===== config.mk =====
export PLATFORM = sky130hd
export DESIGN_NAME = vibration_monitor
export DESIGN_NICKNAME = d
export VERILOG_FILES = /design/src/rtl/vibration_monitor.sv
export SDC_FILE = /design/constraint.sdc
export NUM_CORES = 1
export LEC_CHECK = 0
export ABC_CLOCK_PERIOD_IN_PS = 2580
export BUFFER_PORTS_ARGS = -buffer_cell sky130_fd_sc_hd__buf_2
export CORE_MARGIN = 2
export CORE_UTILIZATION = 30
export CTS_CLUSTER_SIZE = 20
export DETAILED_ROUTE_END_ITERATION = 8
export GPL_TIMING_DRIVEN = 0
export PLACE_DENSITY_LB_ADDON = 0.2
export SYNTH_ARGS = -nofsm -noshare
export SYNTH_HDL_FRONTEND = slang
export SYNTH_SLANG_ARGS = --single-unit

===== constraint.sdc =====
create_clock -name i_clk -period 2.58 [get_ports i_clk]
set_input_delay 0 -clock i_clk [delete_from_list [all_inputs] [get_ports i_clk]]
set_output_delay 0 -clock i_clk [all_outputs]
set_load 0.01 [all_outputs]

===== src/rtl/vibration_monitor.sv =====
// rtl/vibration_monitor.sv - windowed vibration event rate meter with BCD display and blinking alarm (optional peak hold: VIB_PEAK_EN)
module vibration_monitor #(
  parameter int GATE_CYCLES  = 50_000_000,
  parameter int THRESH       = 100,
  parameter int BLINK_CYCLES = 12_500_000
) (
  input  logic        i_clk,
  input  logic        i_rst,
  input  logic        i_pulse,
  input  logic        i_start,
  input  logic        i_stop,
  input  logic        i_mode,
  output logic [15:0] o_data,
  output logic [3:0]  o_turn_off,
  output logic        o_alarm,
  output logic        o_busy
);

  localparam int TW = (GATE_CYCLES > 1) ? $clog2(GATE_CYCLES) : 1;
  localparam int BW = (BLINK_CYCLES > 1) ? $clog2(BLINK_CYCLES) : 1;
  localparam logic [TW-1:0] TIMER_LAST = TW'(GATE_CYCLES - 1);
  localparam logic [BW-1:0] BLINK_LAST = BW'(BLINK_CYCLES - 1);
  localparam logic [13:0]   BIN_MAX    = 14'd9999;

  typedef enum logic [1:0] {
    S_IDLE  = 2'd0,
    S_GATE  = 2'd1,
    S_LATCH = 2'd2
  } state_t;

  state_t          state_q, state_d;
  logic [2:0]      sync_q;
  logic            event_det;
  logic [TW-1:0]   timer_q;
  logic [13:0]     bin_q;
  logic [15:0]     bcd_q;
  logic [31:0]     bin_ext;
  logic            start_go;
  logic            do_latch;
  logic            sat;
  logic [15:0]     rate_q;
  logic            alarm_q;
  logic [BW-1:0]   blink_cnt_q;
  logic            blink_phase_q;
  logic [15:0]     disp;
  logic [3:0]      blank;

  // Increment four packed BCD digits with ripple carry; caller guards saturation.
  function automatic logic [15:0] bcd_inc(input logic [15:0] v);
    logic [15:0] r;
    logic        carry;
    r     = v;
    carry = 1'b1;
    for (int i = 0; i < 4; i++) begin
      if (carry) begin
        if (v[4*i +: 4] == 4'd9) begin
          r[4*i +: 4] = 4'd0;
        end else begin
          r[4*i +: 4] = v[4*i +: 4] + 4'd1;
          carry       = 1'b0;
        end
      end
    end
    return r;
  endfunction

  assign event_det = sync_q[1] & ~sync_q[2];
  assign start_go  = (state_q == S_IDLE) && i_start && !i_stop;
  assign do_latch  = (state_q == S_LATCH) && !i_stop;
  assign sat       = (bin_q == BIN_MAX);
  assign bin_ext   = {18'd0, bin_q};

  // Two-flop synchroniser for the asynchronous pin plus one history flop for edge detection.
  always_ff @(posedge i_clk) begin
    if (i_rst) sync_q <= 3'b000;
    else       sync_q <= {sync_q[1:0], i_pulse};
  end

  // State register.
  always_ff @(posedge i_clk) begin
    if (i_rst) state_q <= S_IDLE;
    else       state_q <= state_d;
  end

  // Next state: stop always wins, start only matters in IDLE, LATCH lasts one cycle.
  always_comb begin
    state_d = state_q;
    case (state_q)
      S_IDLE:  if (start_go) state_d = S_GATE;
      S_GATE: begin
        if (i_stop)                      state_d = S_IDLE;
        else if (timer_q == TIMER_LAST)  state_d = S_LATCH;
      end
      S_LATCH: state_d = i_stop ? S_IDLE : S_GATE;
      default: state_d = S_IDLE;
    endcase
  end

  // Window timer and event counters; an event seen during LATCH seeds the next window.
  always_ff @(posedge i_clk) begin
    if (i_rst || start_go) begin
      timer_q <= '0;
      bin_q   <= '0;
      bcd_q   <= '0;
    end else if (state_q == S_GATE) begin
      timer_q <= timer_q + TW'(1);
      if (event_det && !sat) begin
        bin_q <= bin_q + 14'd1;
        bcd_q <= bcd_inc(bcd_q);
      end
    end else if (state_q == S_LATCH) begin
      timer_q <= '0;
      bin_q   <= event_det ? 14'd1 : 14'd0;
      bcd_q   <= event_det ? 16'h0001 : 16'h0000;
    end
  end

  // Rate and alarm are only updated by a completed window; stop or idle leaves them held.
  always_ff @(posedge i_clk) begin
    if (i_rst) begin
      rate_q  <= '0;
      alarm_q <= 1'b0;
    end else if (do_latch) begin
      rate_q  <= bcd_q;
      alarm_q <= (bin_ext >= 32'(THRESH));
    end
  end

  // Blink timer runs only while alarmed; otherwise parked at zero so each alarm starts in the on phase.
  always_ff @(posedge i_clk) begin
    if (i_rst || !alarm_q) begin
      blink_cnt_q   <= '0;
      blink_phase_q <= 1'b0;
    end else if (blink_cnt_q == BLINK_LAST) begin
      blink_cnt_q   <= '0;
      blink_phase_q <= ~blink_phase_q;
    end else begin
      blink_cnt_q   <= blink_cnt_q + BW'(1);
    end
  end

`ifdef VIB_PEAK_EN
  logic [15:0] peak_q;

  // Peak hold across windows of one run; BCD compares like the decimal value it encodes.
  always_ff @(posedge i_clk) begin
    if (i_rst || start_go)                 peak_q <= '0;
    else if (do_latch && bcd_q > peak_q)   peak_q <= bcd_q;
  end

  assign disp = i_mode ? peak_q : rate_q;
`else
  logic unused_mode;
  assign unused_mode = i_mode;
  assign disp        = rate_q;
`endif

  // Leading-zero blanking; the units digit always stays lit.
  always_comb begin
    blank    = 4'b0000;
    blank[3] = (disp[15:12] == 4'd0);
    blank[2] = blank[3] && (disp[11:8] == 4'd0);
    blank[1] = blank[2] && (disp[7:4] == 4'd0);
  end

  assign o_data     = disp;
  assign o_turn_off = (alarm_q && blink_phase_q) ? 4'b1111 : blank;
  assign o_alarm    = alarm_q;
  assign o_busy     = (state_q != S_IDLE);

endmodule


======== Word-level counts from Yosys, hierarchy flattened ========
Index checks and enable logic that the tools add are counted.
word-level totals
  bits in registers ....................... 103
  bits in latches ......................... 0
  memory bits (writable) .................. 0
  memory bits (read-only) ................. 0
  input bits .............................. 6
  output and inout bits ................... 22
  word-level logic and storage cells ...... 99
  memories kept ........................... 0
operators by class
  add/sub/neg operators ................... 7
  multiply operators ...................... 0
  div/mod/pow operators ................... 0
  order comparisons ....................... 1
  eq/ne operators ......................... 15
  shift-type cells ........................ 0
  muxes and demuxes ....................... 37
  bitwise operators ....................... 3
  reduce and logical (&&, ||, !) cells .... 24
operator list
  operator                                              number
  2-to-1 mux 26 bit                                     2
  2-to-1 mux 16 bit                                     3
  2-to-1 mux 14 bit                                     3
  2-to-1 mux 4 bit                                      8
  adder 26 x 1 -> 26 bit, second input constant         1
  == test 26 bit, second input constant                 1
  adder 24 x 1 -> 24 bit, second input constant         1
  == test 24 bit, second input constant                 1
  2-to-1 mux 1 bit                                      17
  adder 4 x 1 -> 4 bit, second input constant           4
  == test 4 bit, second input constant                  4
  adder 14 x 1 -> 14 bit, second input constant         1
  == test 14 bit, second input constant                 1
  >= comparator 14 x 7 -> 1 bit, second input constant  1
  logical NOT 4 bit                                     3
  AND reduction 3 bit                                   3
  != test 2 x 1 -> 1 bit, second input constant         4
  logical AND 1 bit                                     7
  2-to-1 mux 2 bit                                      3
  case mux 2 bit (3 select lines)                       1
  AND reduction 2 bit                                   2
  nonzero test 2 bit                                    2
  logical NOT 1 bit                                     3
  != test 3 bit, second input constant                  1
  other kinds (8)                                       10

======== Longest topological paths before layout ========
  depth after elaboration ................. 17
  gate-level depth with buffers ........... 8

======== Worst setup path before layout ========
No wires, ideal clock.
  path kind ............................... register to register
  start point ............................. register state_q[0]
  end point ............................... register bcd_q[9]
  setup time .............................. 71 ps
  data arrival time ....................... 1948 ps
  setup slack ............................. 561 ps
  stages on the path, launching flop included .. 9
  path buffers ............................ 1
  period minus slack after synthesis ...... 2019 ps
  path through ............................ dfxtp_1 inv_1 ha_1 inv_1 a21oi_1 nand3_1 buf_2 or3b_1 a21oi_1
between the ends
  cells in the longest elaborated chain, start to end .. 4
RTL lines
  element                                                                      RTL line  text
  from (decl)                                                                  31        state_t state_q, state_d;
  from (signal assigned)                                                       82        else state_q <= state_d;
  parallel branches: the longest is 4 deep, another holds AND reduction 3 bit  n/a
  to (signal assigned)                                                         109       bcd_q <= bcd_inc(bcd_q);
  to (signal assigned)                                                         114       bcd_q <= event_det ? 16'h0001 : 16'h0000;
  to (decl)                                                                    36        logic [15:0] bcd_q;
Several ways; the timed one is not identified.
A chain may end at the register's enable or synchronous reset.

======== Worst setup path after layout ========
  start point ............................. register state_q[1]
  end point ............................... register timer_q[25]
between the ends
  cells in the longest elaborated chain, start to end .. 4
RTL lines
  element                         RTL line  text
  logical NOT 2 bit               68        assign start_go = (state_q == S_IDLE) && i_start && !i_stop;
  logical AND 1 bit (2 in a row)  68
  logical OR 1 bit                101       if (i_rst || start_go) begin
  to (signal assigned)            106       timer_q <= timer_q + TW'(1);
  to (decl)                       34        logic [TW-1:0] timer_q;
Several ways; a longest one is shown, not always the timed one.

==> metrics.log <==
INFO  metric cp_data_required_time = 2.86 ns
INFO  metric yosysWarnings = 0
INFO  metric synth.top_cells.by_count = sky130_fd_sc_hd__dfxtp_1 (103), sky130_fd_sc_hd__nor2_1 (75), sky130_fd_sc_hd__nand2_1 (73)
INFO  metric cp_data_arrival_time = 2.65 ns
INFO  metric netlist_top_cells_area = sky130_fd_sc_hd__dfxtp_1 (42%), sky130_fd_sc_hd__xor2_1 (6.6%), sky130_fd_sc_hd__nor2_1 (5.7%)
INFO  metric cts_inserted_buffers = 9
INFO  metric timing.final.crit_share = 0.920
INFO  metric synth_top_cell_by_area = sky130_fd_sc_hd__dfxtp_1
INFO  metric finalSetupViolCount = 0
INFO  metric antenna_found_initial = 0
INFO  metric final.setup_skew = 0.00682 ns
INFO  metric synth.top_cell.area_share = 0.420
INFO  metric place_hpwl = 8440 um
INFO  metric post_drt_via_cell_ratio = 4.95
INFO  metric fp.dieW = 132 um
INFO  metric row_count = 46
INFO  metric die_height = 132 um
INFO  metric grt_remaining_overflow = 0
INFO  metric detail_route.drc_violations = 0
INFO  metric fin_tns_setup = 0 ns
INFO  metric detailedRoute.firstPassIterationCount = 5
INFO  metric tightestPinTransition = 0.694 ns
INFO  metric wire_length_of_the_first_global_routing_pass = 19900 um
INFO  metric final_cells = 841
INFO  metric timing.final.hold_violations = 0
INFO  metric clkSinkCount = 103
INFO  metric grt_max_degree = 17
INFO  metric route.vias.total = 4162
INFO  metric final_max_slew_viol_count = 0
INFO  metric post_synth_num_cell_types = 63
INFO  metric fp.coreArea = 0.0159 sq mm
INFO  metric insertion_delay_of_the_later_clocked_pin_in_the_worst_skew_pair = 0.35 ns
INFO  metric synth.ff_latch_count = 103
INFO  metric worst_hold_path.num_cells = 4
INFO  metric rsz_0062_raised_after_global_routing = yes
INFO  metric pwr_density_cell = 565 mW/mm^2
INFO  metric yosysMostFrequentCell = sky130_fd_sc_hd__dfxtp_1
INFO  metric layout.filler_cells = 1680
INFO  metric grt_util_all_layers = 0.140
INFO  metric io_pins = 28
INFO  metric ctsHtreeMaxLevel = 3
INFO  metric syn_nets = 604
INFO  metric cts_tree = yes
INFO  metric run_status = completed
INFO  metric critical_path.max_fanout = 7
INFO  metric initialDrtViolationCount = 307
INFO  metric grt_pass1_vias = 4012
INFO  metric crit_path_end_kind = flop
INFO  metric multiInputGateArea = 0.00267 sq mm
INFO  metric syn2layout_area_growth = 14.8%
INFO  metric final.min_clock_period = 2.37 ns
INFO  metric globalplace.congestion = 0.875
INFO  metric cts-root-buf = sky130_fd_sc_hd__clkbuf_16
INFO  metric number_of_instances_in_the_synthesized_netlist = 582
INFO  metric hold_path.startpoint = i_stop
INFO  metric final-seq-area = 0.00206 sq mm
INFO  metric fmaxAchievable = 421 MHz
INFO  metric drive_gt1_frac = 0.101
INFO  metric timing.critical_path.from = state_q[1]$_SDFFE_PP0P_
INFO  metric fin_nets = 642
INFO  metric clk_pin_slew = 0.07 ns
INFO  metric cap_violations = 0
INFO  metric wirelength = 11700 um
INFO  metric detail-route-antenna-nets = 0
INFO  metric leakage = 1.97 nW
INFO  metric dieArea = 0.0174 sq mm
INFO  metric buffer_ports.inserted = 25
INFO  metric top_ff_cell_synth = sky130_fd_sc_hd__dfxtp_1
INFO  metric start_util = 0.308
INFO  metric mapped_area = 0.00491 sq mm
INFO  metric synth-async-reset-ratio = 0
INFO  metric worst_ir_drop_vdd = 0.310 mV
INFO  metric critical_path_class = flop to flop
INFO  metric synth_edf_count = 0
INFO  metric n_antenna_cell = 0
INFO  metric p_total = 0.00319 W
INFO  metric timing.hold.worst.class = input port to flop
INFO  metric place_inst = 823
INFO  metric clockBufferDepth = 2
INFO  metric reg2reg_depth = 7
INFO  metric cts_setup_buffers = 0
INFO  metric wl_per_cell = 13.9 um
INFO  metric critical_path_launch_point_type = flop
INFO  metric startpoint_of_the_most_critical_register_to_register_path = state_q[1]$_SDFFE_PP0P_
INFO  metric post-route-util = 0.354
INFO  metric syn_area_per_cell = 8.44 sq um
INFO  metric max-slew-margin-rel = 0.535
INFO  metric synth.yosys.seq_area_share = 0.420
## logic make-up (layout without fill, tap and decap cells)
logic type | count (synthesis) | after routing | synth area share
compound gates | 82 | 82 | 0.104
buf+inv | 44 | 87 | 0.0405
flops | 103 | 103 | 0.420
mux | 2 | 2 | 0.00408
simple gates | 284 | 284 | 0.299
xor+xnor | 51 | 51 | 0.0910
fa+ha+maj | 16 | 16 | 0.0408
## area by class of cell
cell class                      count  area share
Buffer                             23      0.0213
Clock buffer                       12      0.0473
Clock inverter                      4     0.00466
Inverter                           21      0.0140
Multi-Input combinational cell    435       0.473
Sequential cell                   103       0.366
Tap cell                          216      0.0479
Timing Repair Buffer               27      0.0257
## routing by layer
metal	share of wire	vias up	track usage	wire, um
met5	0	-	0	0
met4	0.017	0	0.0543	201
met3	0.024	12	0.0300	279
met2	0.45	54	0.218	5280
met1	0.51	1985	0.188	5910
li1	-	2111	-	-
## timing repair
item                                    CTS  global route
cloned                                    0             0
gates resized for setup                   1             2
endpoints found under the setup margin    1             4
hold buffers                              2             0
hold endpoints to repair                  3             0
## critical path, stage by stage (launching register included)
cell	delay, ns
sky130_fd_sc_hd__dfxtp_1	0.40
sky130_fd_sc_hd__inv_1	0.09
sky130_fd_sc_hd__ha_1	0.43
sky130_fd_sc_hd__nand4_1	0.31
sky130_fd_sc_hd__nor3_4	0.40
sky130_fd_sc_hd__nand3_2	0.17
sky130_fd_sc_hd__or3_1	0.37
sky130_fd_sc_hd__a21oi_1	0.14
## power by group
part | switching (W) | internal (W) | leakage (nW)
sequential | 0.00000924 | 0.00160 | 0.830
clock | 0.000608 | 0.000734 | 0.145
combinational | 0.000171 | 0.0000649 | 0.994
## per-stage QoR
stage,setup WS [ns],area (sq um),hold slack (ns)
5_1_grt,-0.0193,5640,0.0513
3_5_place_dp,0.0219,5310,0.212
4_1_cts,0.125,5620,0.0374
3_3_place_gp,0.0563,5310,0.209
6_report,0.206,5640,0.0478
2_1_floorplan,0.561,4910,0.128
## cells in the final DEF, fill, tap and decap left out, drive strengths merged, types with 2 or more instances in the layout
cell / synthesis / layout
nand3b: 2 / 2
or4: 6 / 6
a31oi: 4 / 4
nor4: 11 / 11
o211ai: 4 / 4
o311ai: 3 / 3
nor4b: 2 / 2
o41ai: 2 / 2
xnor2: 14 / 14
nand3: 29 / 29
and4bb: 2 / 2
inv: 21 / 22
clkinv: 0 / 2
xor2: 37 / 37
mux2i: 2 / 2
nor3: 10 / 10
or3b: 2 / 2
o31ai: 4 / 4
and2: 3 / 3
and4: 4 / 4
ha: 16 / 16
nor2: 75 / 75
o22ai: 2 / 2
or3: 3 / 3
nor3b: 5 / 5
nor2b: 7 / 7
and3: 13 / 13
nand2b: 4 / 4
clkbuf: 15 / 27
o31a: 2 / 2
nand4: 31 / 31
dlygate4sd3: 0 / 2
buf: 8 / 33
nand2: 74 / 74
o21ai: 20 / 20
a21oi: 31 / 31
dfxtp: 103 / 103
o2111ai: 2 / 2
## path summary, 6_finish.rpt
check                              to  slack (ns)
max          timer_q[25]$_SDFFE_PP0P_        0.21
min           state_q[1]$_SDFFE_PP0P_        0.05
max reg2reg  timer_q[25]$_SDFFE_PP0P_        0.21
min reg2reg      sync_q[1]$_SDFF_PP0_        0.44
## sequential cells by signal, indices dropped and copies added (netlist names)
name,count
bcd_q,16
bin_q,14
blink_cnt_q,24
blink_phase_q,1
o_alarm,1
o_data,16
state_q,2
sync_q,3
timer_q,26
Power figures use the tool's default switching activity.
